<file path="src/rtl/lsu_pkg.sv">
// Shared types for the load/store unit: op-code fields, access sizes,
// FSM state encoding and error codes.
package lsu_pkg;

    typedef enum logic [1:0] {
        SZ_B = 2'b00,
        SZ_H = 2'b01,
        SZ_W = 2'b10,
        SZ_X = 2'b11
    } size_e;

    localparam int OP_UNS   = 2;
    localparam int OP_STORE = 3;

    typedef enum logic [1:0] {
        ST_IDLE = 2'b00,
        ST_REQ  = 2'b01,
        ST_RESP = 2'b10,
        ST_DONE = 2'b11
    } state_e;

    typedef enum logic [1:0] {
        ERR_NONE     = 2'b00,
        ERR_MISALIGN = 2'b01,
        ERR_TIMEOUT  = 2'b10
    } err_e;

endpackage

</file>
<file path="src/rtl/lsu_align.sv">
// Byte-lane steering for the LSU: store strobes/data placement, load
// extraction with sign/zero extension, and the alignment check.
module lsu_align
    import lsu_pkg::*;
(
    input  logic [1:0]  off_i,
    input  size_e       size_i,
    input  logic        uns_i,
    input  logic [31:0] wdata_i,
    input  logic [31:0] rdata_i,
    output logic [3:0]  wstrb_o,
    output logic [31:0] wdata_o,
    output logic [31:0] rdata_o,
    output logic        misalign_o
);

    logic [31:0] rword_s;

    assign wdata_o = wdata_i << {off_i, 3'b000};
    assign rword_s = rdata_i >> {off_i, 3'b000};

    // Size decode: strobes, misalignment and extended load value
    always_comb begin
        wstrb_o    = 4'b0000;
        misalign_o = 1'b0;
        rdata_o    = rword_s;
        case (size_i)
            SZ_B: begin
                wstrb_o = 4'b0001 << off_i;
                rdata_o = uns_i ? {24'h000000, rword_s[7:0]}
                                : {{24{rword_s[7]}}, rword_s[7:0]};
            end
            SZ_H: begin
                wstrb_o    = 4'b0011 << off_i;
                misalign_o = off_i[0];
                rdata_o    = uns_i ? {16'h0000, rword_s[15:0]}
                                   : {{16{rword_s[15]}}, rword_s[15:0]};
            end
            SZ_W: begin
                wstrb_o    = 4'b1111;
                misalign_o = (off_i != 2'b00);
            end
            default: begin
                misalign_o = 1'b1;
            end
        endcase
    end

endmodule

</file>
<file path="src/rtl/lsu.sv">
// Load/store unit: single-outstanding access FSM between execute and a
// request/response data-memory bus, with a response timeout.
module lsu
    import lsu_pkg::*;
#(
    parameter int unsigned TIMEOUT = 255
) (
    input  logic        clk,
    input  logic        rst,
    input  logic        in_valid,
    output logic        in_ready,
    input  logic [31:0] addr,
    input  logic [31:0] wdata_in,
    input  logic [3:0]  lsu_op,
    output logic        mem_req_valid,
    input  logic        mem_req_ready,
    output logic [31:0] mem_addr,
    output logic        mem_wen,
    output logic [31:0] mem_wdata,
    output logic [3:0]  mem_wstrb,
    input  logic        mem_rsp_valid,
    input  logic [31:0] mem_rsp_rdata,
    output logic        out_valid,
    input  logic        out_ready,
    output logic [31:0] out_data,
    output logic [1:0]  out_err
);

    localparam logic [15:0] TMO_LAST = 16'(TIMEOUT - 1);

    state_e      state_q, state_d;
    logic [1:0]  off_q, off_d;
    size_e       size_q, size_d;
    logic        uns_q, uns_d;
    logic        store_q, store_d;
    logic [15:0] cnt_q, cnt_d;
    logic [31:0] mem_addr_q, mem_addr_d;
    logic        mem_wen_q, mem_wen_d;
    logic [31:0] mem_wdata_q, mem_wdata_d;
    logic [3:0]  mem_wstrb_q, mem_wstrb_d;
    logic [31:0] out_data_q, out_data_d;
    err_e        out_err_q, out_err_d;

    logic [1:0]  al_off_s;
    size_e       al_size_s;
    logic        al_uns_s;
    logic [3:0]  wstrb_s;
    logic [31:0] wdata_sh_s;
    logic [31:0] rdata_ext_s;
    logic        misalign_s;

    // Aligner decodes the incoming op while idle, the latched op afterwards
    always_comb begin
        if (state_q == ST_IDLE) begin
            al_off_s  = addr[1:0];
            al_size_s = size_e'(lsu_op[1:0]);
            al_uns_s  = lsu_op[OP_UNS];
        end else begin
            al_off_s  = off_q;
            al_size_s = size_q;
            al_uns_s  = uns_q;
        end
    end

    lsu_align u_align (
        .off_i      (al_off_s),
        .size_i     (al_size_s),
        .uns_i      (al_uns_s),
        .wdata_i    (wdata_in),
        .rdata_i    (mem_rsp_rdata),
        .wstrb_o    (wstrb_s),
        .wdata_o    (wdata_sh_s),
        .rdata_o    (rdata_ext_s),
        .misalign_o (misalign_s)
    );

    // Next-state and datapath capture
    always_comb begin
        state_d     = state_q;
        off_d       = off_q;
        size_d      = size_q;
        uns_d       = uns_q;
        store_d     = store_q;
        cnt_d       = cnt_q;
        mem_addr_d  = mem_addr_q;
        mem_wen_d   = mem_wen_q;
        mem_wdata_d = mem_wdata_q;
        mem_wstrb_d = mem_wstrb_q;
        out_data_d  = out_data_q;
        out_err_d   = out_err_q;
        case (state_q)
            ST_IDLE: begin
                if (in_valid) begin
                    off_d      = addr[1:0];
                    size_d     = size_e'(lsu_op[1:0]);
                    uns_d      = lsu_op[OP_UNS];
                    store_d    = lsu_op[OP_STORE];
                    out_data_d = 32'h0000_0000;
                    if (misalign_s) begin
                        state_d   = ST_DONE;
                        out_err_d = ERR_MISALIGN;
                    end else begin
                        state_d     = ST_REQ;
                        out_err_d   = ERR_NONE;
                        mem_addr_d  = {addr[31:2], 2'b00};
                        mem_wen_d   = lsu_op[OP_STORE];
                        mem_wdata_d = wdata_sh_s;
                        mem_wstrb_d = lsu_op[OP_STORE] ? wstrb_s : 4'b0000;
                    end
                end else begin
                    state_d = ST_IDLE;
                end
            end
            ST_REQ: begin
                if (mem_req_ready) begin
                    state_d = ST_RESP;
                    cnt_d   = 16'd0;
                end else begin
                    state_d = ST_REQ;
                end
            end
            ST_RESP: begin
                // A response arriving on the timeout cycle still completes normally
                if (mem_rsp_valid) begin
                    state_d    = ST_DONE;
                    out_err_d  = ERR_NONE;
                    out_data_d = store_q ? 32'h0000_0000 : rdata_ext_s;
                end else if (cnt_q == TMO_LAST) begin
                    state_d    = ST_DONE;
                    out_err_d  = ERR_TIMEOUT;
                    out_data_d = 32'h0000_0000;
                end else begin
                    cnt_d = cnt_q + 16'd1;
                end
            end
            ST_DONE: begin
                if (out_ready) begin
                    state_d = ST_IDLE;
                end else begin
                    state_d = ST_DONE;
                end
            end
            default: begin
                state_d = ST_IDLE;
            end
        endcase
    end

    // State and datapath registers with synchronous reset
    always_ff @(posedge clk) begin
        if (rst) begin
            state_q     <= ST_IDLE;
            off_q       <= 2'b00;
            size_q      <= SZ_B;
            uns_q       <= 1'b0;
            store_q     <= 1'b0;
            cnt_q       <= 16'd0;
            mem_addr_q  <= 32'h0000_0000;
            mem_wen_q   <= 1'b0;
            mem_wdata_q <= 32'h0000_0000;
            mem_wstrb_q <= 4'b0000;
            out_data_q  <= 32'h0000_0000;
            out_err_q   <= ERR_NONE;
        end else begin
            state_q     <= state_d;
            off_q       <= off_d;
            size_q      <= size_d;
            uns_q       <= uns_d;
            store_q     <= store_d;
            cnt_q       <= cnt_d;
            mem_addr_q  <= mem_addr_d;
            mem_wen_q   <= mem_wen_d;
            mem_wdata_q <= mem_wdata_d;
            mem_wstrb_q <= mem_wstrb_d;
            out_data_q  <= out_data_d;
            out_err_q   <= out_err_d;
        end
    end

    assign in_ready      = (state_q == ST_IDLE);
    assign mem_req_valid = (state_q == ST_REQ);
    assign out_valid     = (state_q == ST_DONE);
    assign mem_addr      = mem_addr_q;
    assign mem_wen       = mem_wen_q;
    assign mem_wdata     = mem_wdata_q;
    assign mem_wstrb     = mem_wstrb_q;
    assign out_data      = out_data_q;
    assign out_err       = out_err_q;

endmodule

</file>
<file path="config.mk">
export PLATFORM = sky130hd
export DESIGN_NAME = lsu
export DESIGN_NICKNAME = d
export VERILOG_FILES = /design/src/rtl/lsu_pkg.sv /design/src/rtl/lsu_align.sv /design/src/rtl/lsu.sv
export SDC_FILE = /design/constraint.sdc
export NUM_CORES = 1
export LEC_CHECK = 0
export CORE_ASPECT_RATIO = 1.2
export CORE_MARGIN = 4
export CORE_UTILIZATION = 42
export DETAILED_ROUTE_END_ITERATION = 10
export HOLD_SLACK_MARGIN = 0.03
export PLACE_DENSITY_LB_ADDON = 0.2
export SETUP_SLACK_MARGIN = 0.4
export SYNTH_ARGS = -nofsm -noshare
export SYNTH_HDL_FRONTEND = slang
export SYNTH_HIERARCHICAL = 1
export SYNTH_SLANG_ARGS = --single-unit
</file>
<file path="constraint.sdc">
create_clock -name clk -period 2.4 [get_ports clk]
set_input_delay 0.48 -clock clk [delete_from_list [all_inputs] [get_ports clk]]
set_output_delay 0.48 -clock clk [all_outputs]
set_load 0.1 [all_outputs]
</file>
# == After elaboration in Yosys (flattened, before gate mapping) ==
# Cells that the tools add are included.
# op_classes
n_eq_ne,11
mux,30
bitwise_logic,1
n_addsub,1
n_shift,4
reduce_logical,9
# ops
cell,n
two-way mux 32 bit,6
case mux 32 bit (2 select lines),2
two-way mux 16 bit,3
case mux 16 bit (2 select lines),1
<< shifter 32 x 5 -> 32 bit,1
right shift 32 x 5 -> 32 bit,1
two-way mux 2 bit,11
"adder 16 x 1 -> 16 bit, second input constant",1
"equality test 16 x 8 -> 1 bit, second input constant",1
case mux 4 bit (3 select lines),1
case mux 2 bit (4 select lines),1
"equality test 2 bit, second input constant",3
"inequality test 2 bit, second input constant",3
AND reduction 3 bit,2
nonzero test 2 bit,3
"equality test 2 x 1 -> 1 bit, second input constant",2
logical NOT 2 bit,2
two-way mux 4 bit,1
case mux 2 bit (2 select lines),1
AND reduction 4 bit,1
"<< shifter 1 x 2 -> 4 bit, first input constant",1
"<< shifter 2 x 2 -> 4 bit, first input constant",1
"inequality test 3 bit, second input constant",1
case mux 1 bit (3 select lines),1
4 further kinds,5
# totals
reg_bits,125
wordCells,68
input_bits,106
output_inout_bits,106

# == Logic depth before layout (Yosys ltp) ==
# Gate-level depths: netlist (run 1).
# depth
depth_word,8
ltp_mapped,13

# == Cells and area by module ==
# The synthesis (run 1) kept the hierarchy.
# by_module_without_submodules
module,seq_area_each_um2,cells_per_inst,n_inst,area_each_um2
lsu,2502.4,537,1,4685.7
lsu_align,0.0,214,1,1522.7

# == Worst setup path before layout (run 1) ==
# No wires, ideal clock.
# synth_path
path_type,register to register
from,register state_q[1]
to,register mem_addr_q[13] (netlist: mem_addr[13])
arrival_ns,3.379
setup_time_ns,0.070
synth_period_minus_slack_ns,3.449
stages_incl_launch_ff,14
setup_slack_ns,-1.049
n_path_buf,6
t_required_ns,2.330
path_cell_list,dfxtp_1 buf_2 nor2_2 mux2_2 buf_6 buf_4 buf_4 inv_1 a21oi_1 nand2b_1 buf_2 clkbuf_1 nand2_1 a21oi_1
# synth_between
elab_chain_len,6
# synth_rtl
element,line_no,text
start: declaration,lsu.sv:31,"state_e state_q, state_d;"
start signal: assignment,lsu.sv:165,state_q <= state_d;
logical NOT 2 bit *,-,
named net in_ready,lsu.sv:11,"output logic in_ready,"
two-way mux 2 bit *,lsu.sv:54,if (state_q == ST_IDLE) begin
named net al_off_s[0],lsu.sv:44,logic [1:0] al_off_s;
nonzero test 2 bit,lsu_align.sv:41,misalign_o = (off_i != 2'b00);
case mux 1 bit (3 select lines) *,lsu_align.sv:27,case (size_i)
named net misalign_s,lsu.sv:50,logic misalign_s;
NOT 1 bit (no source line) *,-,
AND reduction 3 bit (no source line) *,-,
end signal: assignment,lsu.sv:171,mem_addr_q <= mem_addr_d;
end: declaration,lsu.sv:37,"logic [31:0] mem_addr_q, mem_addr_d;"
# The timed path passes the listed nets; every way through them passes the cells marked *.
# A chain may end at the register's enable or synchronous reset.

# == Worst setup path in the final report (run 1) ==
# layout_path
from,register state_q[0]
to,register mem_addr_q[18] (netlist: mem_addr[18])
# layout_between
elab_chain_len,6
# layout_rtl
element,line_no,text
logical NOT 2 bit *,lsu.sv:54,
two-way mux 2 bit *,lsu.sv:54,
named net al_size_s[0],lsu.sv:45,size_e al_size_s;
equality test 2 bit (tied with other cells),lsu_align.sv:27,
case mux 1 bit (3 select lines) *,lsu_align.sv:27,
named net misalign_s,lsu.sv:50,
NOT 1 bit (no source line) *,-,
AND reduction 3 bit (no source line) *,-,
# Marks and branches as above.

==> metrics.md, run 1 <==
| Metric | Value |
|---|---|
| Post-Syn Area | 6210 um2 |
| Commonest cells after routing, fill and taps aside | nand2_1, buf_4, dfxtp_1 |
| Number of synthesized flops with an enable pin | 0 |
| Routed met1 length | 8500 um |
| Largest net degree at the start of global routing | between 70 and 80 |
| Critical Path AT | 2.44 ns |
| Clock Path Buffers | 2 |
| Total gr overflow | 0 |
| Critical Path RT | between 2 and 3 ns |
| Reg area | between 2000 and 3000 um2 |
| CP startpoint kind | flop |
| Final setup viols | 0 |
| Drt first-iter violations | 449 |
| Met3 routed WL | 1530 um |
| Leading cell type in the layout, fill and taps excluded | nand2_1 |
| VDD IR-drop max | ~0.00055 V |
| Initial Util | 43.1% |
| Slew Limit Fails | 0 |
| CP Cell Sequence | nor2_4 > buf_12 > mux2_4 > buf_6 > o21ai_4 > a21oi_4 > nor2_4 > buf_12 > buf_12 > clkbuf_16 > nand2_1 > a21oi_1 |
| Clock Latency Late Sink | around 0.42 ns |
| CP Capture Type | flop |
| Slowest stage cell, crit path | dfxtp_2 |
| Slew @ Worst Pin | 0.849 ns |
| Fraction of registers with async set/reset | 0% |
| Post-DR wirelength/cell | 17.8 um |
| Post-synthesis sequential area ratio | around two fifths |
| Fin crit share | just under 90% |
| Total GRT Usage | 23.1% |
| DRT antenna net count | 0 |
| PnR worst setup slack | 0.303 ns |
| Post-synth top area share | between 40% and 50% |
| Max Cap Viol | 0 |
| Cell count after synthesis | 751 |
| Root buffer cell | clkbuf_16 |
| Synthesized flop and latch total | 125 |
| Max Used Layer | met4 |
| DR WL met2 | ~10000 um |
| Layout cells sized above 1 | 30.7% |
| TritonCTS buffer count | 17 |
| Syn_area_per_cell | about 8.3 um2 |
| Area growth syn-to-layout | 54.8% |
| Rel. slew slack | 43.4% |
| Place WS | -0.0691 ns |
| Unrepaired setup endpoints after global routing | true |
| Placer Congestion | 0.883 |
| Die width | 119 um |
| Yosys warns | 6 |
| DIE AREA | 16800 um2 |
| Top cell by count, worst path | buf_12 |
| Final net count | 1100 |
| DRT Wirelength | 20900 um |
| Main synth FF type | dfxtp_1 |
| DRC viols | 0 |
| Global-route wire length before repair | 31100 um |
| Final TNS setup | 0 ns |
| Core footprint | ~14000 um2 |
| Crit path max fanout | 5 |
| PwrDens | 890 nW/um2 |
| Die Y | 141 um |
| Final min period | 2.10 ns |
| # fillers | 1200 |
| Initial antenna violation count | 1 |
| Setup Crit Path Kind | flop to flop |
| Multi-input gate area in the final layout | around 3600 um2 |
| Critical Path Max Stage Delay | between 0.3 and 0.4 ns |
| Row count | 48 |
| Distinct cells, synth | 56 |
| Cell accounting for the most synthesized area | dfxtp_1 |
| Depth of the CTS H-tree | 4 |
| PortBufs | 209 |
| Ports | 212 |
| Min-delay worst type | input port to flop |
| CTS tree | yes |
| First-pass iteration count of the detailed router | 5 |
| Peak Freq | 0.477 GHz |
| Vias in the first global route | between 5000 and 6000 |
| Vias | 6433 |
| Routed vias/inst | 5.46 |
| Leakage power | 3.94 nW |
| Total clock sinks | 125 |
| DP Wirelength | 14100 um |
| Top cells by area, synth | dfxtp_1, nand2_1, a21oi_1 |
| Status | finished clean |
| Worst-path clk slew | 0.05 ns |
| Fin. Hold Viols | 0 |
| Worst Clk Skew | 0.0118 ns |
-- timing repair --
item / 4_1_cts / 5_1_grt
buffers inserted: 14 / 3
resized for setup: 22 / 32
pin swaps: 8 / 22
hold buffers: 0 / 0
endpoints found under the setup margin: 100 / 112
gates cloned: 5 / 4
-- registers in the layout, indices dropped and copies added, names as in the netlist --
signal and count:
cnt_q 16, state_q 2, uns_q 1, mem_wdata 32, off_q 2, mem_wen 1, mem_addr 30, mem_wstrb 4
out_err 2, out_data 32, size_q 2, store_q 1
-- through the flow --
step                      std cells  hold WS, ns  instance area [um2]  utilization (%)  power (mW)
final                          1178        0.377                 9610             66.7        8.55
after global routing           1178        0.369                 9610             66.7        8.86
after CTS                      1170        0.338                 9400             65.2        8.45
after detailed placement       1122        0.444                 8470             58.7        5.58
after global placement         1122        0.438                 8470             58.7        5.56
after floorplan                 752        0.434                 6370                -        4.73
-- critical path: cells and delay by family, from the launching register on --
kind / cells / cell delay, ns
buffers and inverters: 5 / 0.64
muxes: 1 / 0.33
AOI/OAI and AO/OA: 3 / 0.35
and+or+nand+nor: 3 / 0.37
DFF: 1 / 0.33
-- cell type report --
| type | count | area share (%) |
|---|---|---|
| inverters | 5 | 0.221 |
| well taps | 175 | 2.28 |
| clock buffers | 21 | 4.79 |
| diodes | 1 | 0.0260 |
| multi-input cells | 564 | 37.1 |
| flip-flops and latches | 125 | 26.1 |
| clock inverters | 8 | 1.22 |
| repair buffers | 279 | 28.2 |
-- cells in the mapped netlist, types with 2 or more instances --
cell type	count
buf_4	6
dfxtp_1	125
a211oi_1	11
a21oi_1	102
mux2_2	15
ha_1	2
and4_1	2
o31ai_1	3
inv_1	5
or4_1	2
clkbuf_1	23
nand3_1	15
a22o_2	23
o211ai_1	6
o21ai_0	34
buf_2	20
o211ai_2	10
or2_2	7
o21a_1	4
nand3b_1	2
nor3b_2	2
and3_1	6
mux2i_1	33
buf_6	9
nor2b_1	11
nor2_1	29
a22o_1	11
nand2b_1	5
nand4_1	2
and2_1	10
nor3_1	6
o22a_1	4
nand2_1	183
-- cell families (layout without fill, tap and decap cells) --
logic type      Yosys count  count (layout)  share of synthesized area (%)
compound gates          218             220                           23.7
xor+xnor                  1               1                          0.141
fa+ha+maj                 2               2                          0.403
buf+inv                  65             313                           6.05
flops                   125             125                           40.3
mux                      48              48                           8.04
other cells               1               3                         0.0604
simple gates            291             291                           21.3
-- final timing paths --
kind,start,to,slack [ns],cells past startpoint
worst max-delay path,state_q[0]$_SDFFE_PP0P_,mem_addr[18]$_SDFFE_PP0P_,0.30,12
worst max register to register,state_q[0]$_SDFFE_PP0P_,mem_addr[18]$_SDFFE_PP0P_,0.30,12
worst min-delay path,rst,cnt_q[13]$_SDFFE_PP0P_,0.38,2
worst min register to register,mem_addr[15]$_SDFFE_PP0P_,mem_addr[15]$_SDFFE_PP0P_,0.45,2
-- routing by layer --
metal / global-route usage, % / up-vias
li1: - / 3114
met1: 27.1 / 3000
met2: 38.0 / 263
met3: 7.78 / 56
met4: 11.1 / 0
met5: 0 / -
-- report_power, final --
part / total [mW] / switching (mW) / internal (mW) / leakage [nW]
Sequential: 2.32 / 0.0896 / 2.23 / 1.02
Clock: 2.57 / 0.914 / 1.66 / 0.284
Combinational: 3.65 / 2.30 / 1.35 / 2.64
Total: 8.55 / 3.31 / 5.24 / 3.94
No activity file was read; power rests on OpenSTA's default activity.
==> inputs of run 2 (changes only) <==
- CAP_MARGIN: not set -> 10
- CORE_UTILIZATION: 42 -> 45
- clock period: 2.4 -> 2.69 ns (I/O delays scaled with it)
==> run 2 against run 1 <==
Die area decreased by 6.3%. Design area fell by 7.3%. Largest cell class unchanged. Clock power shrank 8.6%. Sequential cell count unchanged. Global-route usage shrank 0.18 points.
==> metrics.md, run 2 (synthesis results as in run 1) <==
| Metric | Value |
|---|---|
| Die width | 115 um (was 119 um) |
| Finished Layout Cells | 1136 (was 1178) |
| Status | finished clean (unchanged) |
| Unrepaired setup endpoints after global routing | false (was true) |
| Commonest cells after routing, fill and taps aside | nand2_1, buf_4, dfxtp_1 (unchanged) |
| Placer Congestion | 0.871 (was 0.883) |
| DRT Wirelength | 18600 um (was 20900 um) |
| Critical Path RT | 2.99 ns (was 2.74 ns) |
| Post-route cell area | 8910 um2 (was 9610 um2) |
| Final net count | 1062 (was 1100) |
| Clock Latency Late Sink | 0.42 ns (about the same) |
| Max Cap Viol | 0 (unchanged) |
| Final min period | 2.20 ns (was 2.10 ns) |
| Area growth syn-to-layout | 43.5% (was 54.8%) |
| DIE AREA | 15700 um2 (was 16800 um2) |
| Critical Path AT | 2.51 ns (was 2.44 ns) |
| Fin crit share | 81.8% (was 87.4%) |
| Initial Util | 46.5% (was 43.1%) |
| Slowest stage cell, crit path | mux2_4 (was dfxtp_2) |
| PwrDens | 805 nW/um2 (was 890 nW/um2) |
| DP Wirelength | 13500 um (was 14100 um) |
| Worst Clk Skew | 0.0103 ns (was 0.0118 ns) |
| Leading cell type in the layout, fill and taps excluded | nand2_1 (unchanged) |
| Total clock sinks | 125 (unchanged) |
| Slew Limit Fails | 0 (unchanged) |
| Placed cell area | 8260 um2 (was 8470 um2) |
| Setup Crit Path Kind | flop to flop (unchanged) |
| Critical Path Max Stage Delay | 0.36 ns (was 0.33 ns) |
| VDD IR-drop max | 0.000556 V (was 0.000552 V) |
| Fin. Hold Viols | 0 (unchanged) |
| Total gr overflow | 0 (unchanged) |
| DRT antenna net count | 0 (unchanged) |
| Slew @ Worst Pin | 0.866 ns (was 0.849 ns) |
| CTS tree | yes (unchanged) |
| Layout cells sized above 1 | 25.4% (was 30.7%) |
| Crit path max fanout | 8 (was 5) |
| Hold path start | mem_wdata[2]$_SDFFE_PP0P_ (was rst) |
| Die Y | 137 um (was 141 um) |
| Largest net degree at the start of global routing | 80 (was 75) |
| Crit path from | state_q[1]$_SDFFE_PP0P_ (was state_q[0]$_SDFFE_PP0P_) |
| Core footprint | 13400 um2 (was 14400 um2) |
| # fillers | 1151 (was 1200) |
| Ports | 212 (unchanged) |
| TritonCTS buffer count | 17 (unchanged) |
| Worst-path clk slew | 0.05 ns (about the same) |
| Rel. slew slack | 42.3% (was 43.4%) |
| Post-DR wirelength/cell | 16.4 um (was 17.8 um) |
| Initial antenna violation count | 0 (was 1) |
| Leakage power | 3.62 nW (was 3.94 nW) |
| Total GRT Usage | 23.0% (was 23.1%) |
| Final TNS setup | 0 ns (unchanged) |
| Peak Freq | 0.454 GHz (was 0.477 GHz) |
| First-pass iteration count of the detailed router | 5 (unchanged) |
| Root buffer cell | clkbuf_16 (unchanged) |
| Min-delay worst type | flop to flop (was input port to flop) |
| Vias in the first global route | 5754 (was 5974) |
| PortBufs | 209 (unchanged) |
| Routed vias/inst | 5.29 (was 5.46) |
| CP Capture Type | flop (unchanged) |
| Vias | 6010 (was 6433) |
| Clock Path Buffers | 2 (unchanged) |
| DRC viols | 0 (unchanged) |
| Dpl cells | 1100 (was 1122) |
| Drt first-iter violations | 459 (was 449) |
| CP Cell Sequence | nor2_4 > mux2_4 > mux2_2 > a32oi_4 > buf_4 > o211ai_1 > a22o_2 (was nor2_4 > buf_12 > mux2_4 > buf_6 > o21ai_4 > a21oi_4 > nor2_4 > buf_12 > buf_12 > clkbuf_16 > nand2_1 > a21oi_1) |
| Final setup viols | 0 (unchanged) |
| Tot Pwr | 7.17 mW (was 8.55 mW) |
| Row count | 46 (was 48) |
| Reg-to-Reg Start | state_q[1]$_SDFFE_PP0P_ (was state_q[0]$_SDFFE_PP0P_) |
| Depth of the CTS H-tree | 4 (unchanged) |
| CP startpoint kind | flop (unchanged) |
| Global-route wire length before repair | 28800 um (was 31100 um) |
[run 2: metrics by stage]
step,worst slack (ns),util [%],hold WS [ns]
after floorplan,0.0636,-,0.434
after global placement,0.168,61.8,0.438
after detailed placement,0.157,61.8,0.444
after CTS,0.475,66.4,0.453
after global routing,0.408,66.7,0.471
final,0.489,66.7,0.450
[run 2: path summary, 6_finish.rpt]
kind	end	slack (ns)	cells after the start
max	out_data[31]$_SDFFE_PP0P_	0.49	7
min	mem_wdata[2]$_SDFFE_PP0P_	0.45	2
max reg2reg	out_data[31]$_SDFFE_PP0P_	0.49	7
min reg2reg	mem_wdata[2]$_SDFFE_PP0P_	0.45	2
[run 2: per-layer routing]
metal	vias up	track usage, %	routed length (um)	share of wire (%)
met1	2767	27.0	7670	41
met2	181	39.4	9330	50
li1	3034	-	-	-
met3	28	6.28	1210	6.5
met4	0	9.33	421	2.3
met5	-	0	0	0
[run 2: timing repair]
item,4_1_cts,5_1_grt
setup buffers,0,3
resized for setup,0,1
endpoints found under the setup margin,0,10
hold buffers,0,0
[run 2: layout make-up]
class / instances / area, um2 / area share (%)
Antenna cell: 1 / 2.50 / 0.0281
Clock inverter: 13 / 166 / 1.87
Clock buffer: 19 / 443 / 4.97
Timing Repair Buffer: 243 / 2160 / 24.3
Sequential cell: 125 / 2500 / 28.1
Tap cell: 168 / 210 / 2.36
Multi-Input combinational cell: 562 / 3400 / 38.2
Inverter: 5 / 21.3 / 0.239
[run 2: worst max-delay path: cells and delay by family, from the launching register on]
kind	cells	cell delay (ns)
flops	1	0.33
simple gates	1	0.24
compound gates	3	0.61
mux	2	0.71
buf+inv	1	0.19
[run 2: report_power, final]
group	switching (mW)	leakage [nW]	internal, mW
logic	1.87	2.32	0.879
clock network	0.867	0.290	1.48
registers	0.0796	1.02	1.99
==> RTL change 1, RTL diff (settings of run 2) <==
Encoding of `state_e`: now one-hot (4 bits for 4 states).
--- a/src/rtl/lsu_pkg.sv
+++ b/src/rtl/lsu_pkg.sv
@@ -12,11 +12,11 @@
     localparam int OP_UNS   = 2;
     localparam int OP_STORE = 3;
 
-    typedef enum logic [1:0] {
-        ST_IDLE = 2'b00,
-        ST_REQ  = 2'b01,
-        ST_RESP = 2'b10,
-        ST_DONE = 2'b11
+    typedef enum logic [3:0] {
+        ST_IDLE = 4'b0001,
+        ST_REQ  = 4'b0010,
+        ST_RESP = 4'b0100,
+        ST_DONE = 4'b1000
     } state_e;
 
     typedef enum logic [1:0] {
Function: no difference found for any inputs over 4 cycles, from zero or initial values and one cycle with rst high; so few cycles prove little.
==> RTL change 1 against run 2 <==
  * Sequential cell count is 2 higher
  * Wire length is 7.2% higher
  * Count of clock-buffer cells in the layout is 3 higher
  * Critical endpoint unchanged
  * Cell area is 5.4% higher
  * Worst setup slack worse by 180 ps
  * First-iteration DRC count is 0.44% lower
  * Highest routed layer unchanged
  * Cell count is 2.4% higher
  * Global-route usage is 0.063 points lower
  * Area after synthesis is 2.9% higher
  * Combinational power is 3% higher
  * Total power is 2.7% higher
  * Synthesized cell count is 2.5% higher
==> RTL change 1: results (changes against run 2) <==
* Worst Clk Skew: 9.104 ps (-1.187 ps)
- Wire length of the first global-routing pass: 29780 um (+3.5%)
- Path depth of the worst reg2reg path: 8 (+1)
* Worst slack, placed: 93.67 ps (-63.44 ps)
* Instance area after placement: 8464 um^2 (+2.5%)
- Leakage power total: 3.795 nW (+4.7%)
- The wire length per cell was 17.16 um (+4.7%).
- Result of the run: completed
- The sequential fraction of the synthesis area was 0.3981 (-0.004944).
- R2R setup slack: 310 ps (-180 ps)
- The largest fanout on the critical path was 16 (+8).
* Share of the synthesized area in compound gates (AO/OA/AOI/OAI): 0.2283 (-0.008749)
- The share of the synthesized netlist area taken by xor and xnor gates came to 0.002743 (+0.001332).
- The share of post-route cells with drive strength above 1 came to 0.2470 (-0.007419).
* Area share of fa/ha/maj cells after synthesis: 0.003918 (-0.0001121)
- Post-detailed-route via-to-cell ratio: 5.390 (+1.9%)
- Number of design-rule violations left by the first detailed-router iteration: 457 (-0.44%)
- Portion of total power attributed to sequential cells: 0.282 (-0.007)
- The maximum number of pins on one net before global-route repair came to 62 (-23%).
- GP Congestion: 0.8388 (-3.7%)
- Asr flop ratio synth: 0 (unchanged)
- Worst slew pin tran: 502.0 ps (-364.0 ps)
- The commonest cells after synthesis are 173 x nand2_1, 127 x dfxtp_1, 105 x a21oi_1.
- The overall track demand over capacity in global routing came to 0.2291 (-0.0006296).
* Via count of the first global-routing pass: 5917 (+2.8%)
- The final antenna diode count came to 0 (-1).
- Count of different cell masters after synthesis: 61 (+8.9%)
- DR pass1 iterations: 5 (unchanged)
- Multiplexer area fraction after synthesis: 0.07974 (-0.0006697)
- The worst vdd rail ir drop was 0.4502 mV (-19%).
- Count of mapped cells out of synthesis: 770 (+2.5%)
* Crit path DAT: 2690 ps (+180 ps)
* Leading cell types by total area after synthesis: dfxtp_1 40%, nand2_1 10%, a21oi_1 8.2%, mux2i_1 5.3%, a22o_1 4.5%
- The post-DP HPWL was 13080 um (-3.1%).
- The final non-filler cell total came to 1163 (+2.4%).
- Power attributed to combinational cells: 2.83 mW (+3%)
* Internal Dissipation: 4.602 mW (+5.7%)
## RTL change 1: cell count changes in the layout (fill, tap and decap cells not counted), moves of 4 or more
cell and change:
a22o_2 -23, a22o_1 +22, nand2_1 -10, o21ai_0 -9
nand3_1 +8, a21oi_2 +7, buf_12 +5, clkbuf_16 +5
nand4_1 +5, nor2_1 -5, o31ai_1 +5, nand2b_1 +4
nor3_1 -4, o22a_1 -4
## RTL change 1: final cells by class
type | count | area, um^2
fillers | 1176 | 4488
multi-input cells | 574 | 3543
flip-flops and latches | 127 | 2544
repair buffers | 256 | 2452
clock buffers | 22 | 464.2
well taps | 171 | 214.0
clock inverters | 9 | 157.7
inverters | 4 | 15.01
## RTL change 1: metal layers
metal / global-route usage / wire length, um
met1: 0.2771 / 8378
met4: 0.07126 / 308
met3: 0.08086 / 1574
met5: 0 / 0
met2: 0.3779 / 9700
## RTL change 1: how the worst min path moves through the flow
stage / startpoint / to / slack (ps) / cells past startpoint
floorplan: cnt_q[15] / cnt_q[15] / 430 / 1
global placement: uns_q / uns_q / 440 / 2
detailed placement: mem_addr[16] / mem_addr[16] / 450 / 2
CTS: mem_addr[16] / mem_addr[16] / 460 / 2
global route: mem_addr[9] / mem_addr[9] / 470 / 2
finish: off_q[0] / off_q[0] / 450 / 2
## RTL change 1: worst reg2reg max path, cell delays in order (launching register included)
cell,delay (ps)
dfxtp_2,330
nor4b_4,320
buf_12,160
mux2_4,360
mux2_4,360
a32oi_4,210
buf_12,190
o211ai_1,110
a22o_1,220
## RTL change 1: timing repair
item                                    in CTS  in global routing
setup buffers                                4                  5
pin swaps                                   10                  3
gates resized for setup                     16                  5
endpoints found under the setup margin      93                 48
gates cloned                                 1                  5
==> RTL change 2, RTL diff (settings of run 2) <==
Without the edit above. The parameter `TIMEOUT` goes from 255 to 128.
--- a/src/rtl/lsu.sv
+++ b/src/rtl/lsu.sv
@@ -3,7 +3,7 @@
 module lsu
     import lsu_pkg::*;
 #(
-    parameter int unsigned TIMEOUT = 255
+    parameter int unsigned TIMEOUT = 128
 ) (
     input  logic        clk,
     input  logic        rst,
Function: same outputs for any inputs over 4 cycles, from zero or initial values and one cycle with rst high; that may be too few to reach the edited logic, so the function may still have changed.
==> RTL change 2 against run 2 <==
  * Sequential share of layout area fell by 0.63 points
  * Total power rose by 5.9%
  * Area after synthesis rose by 0.16%
  * Clock skew fell by 5.4 ps
  * Sequential cell count did not move
  * Wire length rose by 5.2%
  * Worst setup slack improved by 13 ps
  * Clock power rose by 13%
  * Cell area rose by 2.4%
==> RTL change 2: results (changes against run 2) <==
- The total of buffers placed on input and output ports was 209 (unchanged).
* HPWL after detailed placement: 13160 um (-2.5%)
- Max stage delay on crit path: 390 ps (+30 ps)
* Share of layout cells above drive strength 1: 0.2343 (-0.02013)
- Number of instances on the worst hold path: 2 (unchanged)
* Register area share after synthesis: 0.4024 (-0.0006488)
- Peak supply drop: 0.5159 mV (-7.1%)
- Capture point of the worst reg-to-reg path: out_data[6]
- Hold slack final: 450.4 ps (+0.6780 ps)
- The final non-filler cell total is 1138 (+0.18%).
* Total Nets Final: 1065 (+0.28%)
* Total GRT Usage: 0.2338 (+0.004053)
- The number of DRC markers after the initial detailed-route iteration was 491 (+7.0%).
* Via count of the first global-routing pass: 5889 (+2.3%)
- The final estimated routing congestion in global placement was 0.8579 (-1.5%).
* Crit-path leading delay family: simple AND/OR/NAND/NOR gates
* Worst slack, placed: 118.7 ps (-38.38 ps)
- The signal arrival time at the worst endpoint came to 2500 ps (about the same).
- Post-detailed-route via-to-cell ratio: 5.453 (+3.1%)
* Count of mapped cells out of synthesis: 756 (+0.67%)
- The standby leakage power came to 3.688 nW (+1.8%).
- Result of the run: completed
* Leading cell types by total area after synthesis: dfxtp_1 40%, nand2_1 11%, a21oi_1 8.5%, mux2i_1 5.6%, a22o_1 4.6%
- The worst hold path terminates at mem_addr[14].
* Max Fanout on Critical Path: 32 (+24)
- The wire length per cell was 17.22 um (+5.0%).
* Master of the slowest instance on the critical path: dfxtp_1
* Final Worst Setup Slack: 502.1 ps (+13.48 ps)
- The clock skew after layout was 4.858 ps (-5.433 ps).
- Final core area utilization: 0.6831 (+0.01593)
* Instance area after placement: 8239 um^2 (-0.23%)
- Accumulated negative setup slack: 0 ps (unchanged)
- Post-synth top cells: 188 x nand2_1, 125 x dfxtp_1, 106 x a21oi_1
- The startpoint identified for the worst hold timing path is mem_addr[14].
* Worst slew pin tran: 800.3 ps (-65.76 ps)
* Count of different cell masters after synthesis: 59 (+5.4%)
* Number of buffers inserted during clock tree synthesis: 17 (unchanged)
- Wire length of the first global-routing pass: 29600 um (+2.9%)
- Worst R2R Start: cnt_q[0]
- Skew-Pair Late Insertion Delay: 420 ps (about the same)
- The initial antenna violation count came to 1 (+1).
RTL change 2: area by class of cell:
cell class	count	area [um^2]
tap	168	210.2
timing repair buffer	243	2275
inverter	3	13.76
sequential	125	2505
clock inverter	10	211.5
antenna	1	2.502
clock buffer	20	466.7
multi-input combinational	568	3437
fill	1124	4232
RTL change 2: worst max path at each step:
stage	from	to	cells after the start
floorplan	state_q[0]	mem_wdata[2]	13
global route	cnt_q[0]	out_data[29]	7
finish	cnt_q[0]	out_data[6]	7
detailed placement	addr[0]	mem_wdata[12]	9
global placement	addr[0]	mem_wdata[11]	9
CTS	state_q[1]	mem_wdata[12]	9
RTL change 2: cell families after synthesis:
group / share of synthesized area
adders and majority gates: 0.002012
AOI/OAI and AO/OA: 0.2308
buffers and inverters: 0.05976
muxes: 0.08350
and+or+nand+nor: 0.2209
other: 0.0006030
DFF: 0.4024
RTL change 2: what timing repair did:
action,4_1_cts,5_1_grt
cloned,0,3
setup endpoints to repair,74,99
gates resized for setup,2,8
pin swaps,2,2
setup buffers,3,5
hold endpoints to repair,0,0
RTL change 2: worst reg2reg max path, delay by kind of cell (launching register included):
kind                     cells  cell delay (ps)
AND/OR/NAND/NOR              3              650
adder cells (fa/ha/maj)      1              230
buffers and inverters        1              170
flip-flops                   1              390
AO/OA/AOI/OAI                2              630
RTL change 2: routing by layer:
layer | wire [um] | GRT usage
met5 | 0 | 0
met3 | 1517 | 0.06413
met4 | 412 | 0.08806
met1 | 7852 | 0.2786
met2 | 9817 | 0.3993
RTL change 2: where the power goes:
part	internal, mW	total, mW	switching, mW
registers	1.99	2.08	0.0854
clock network	1.80	2.65	0.845
logic	0.949	2.87	1.92
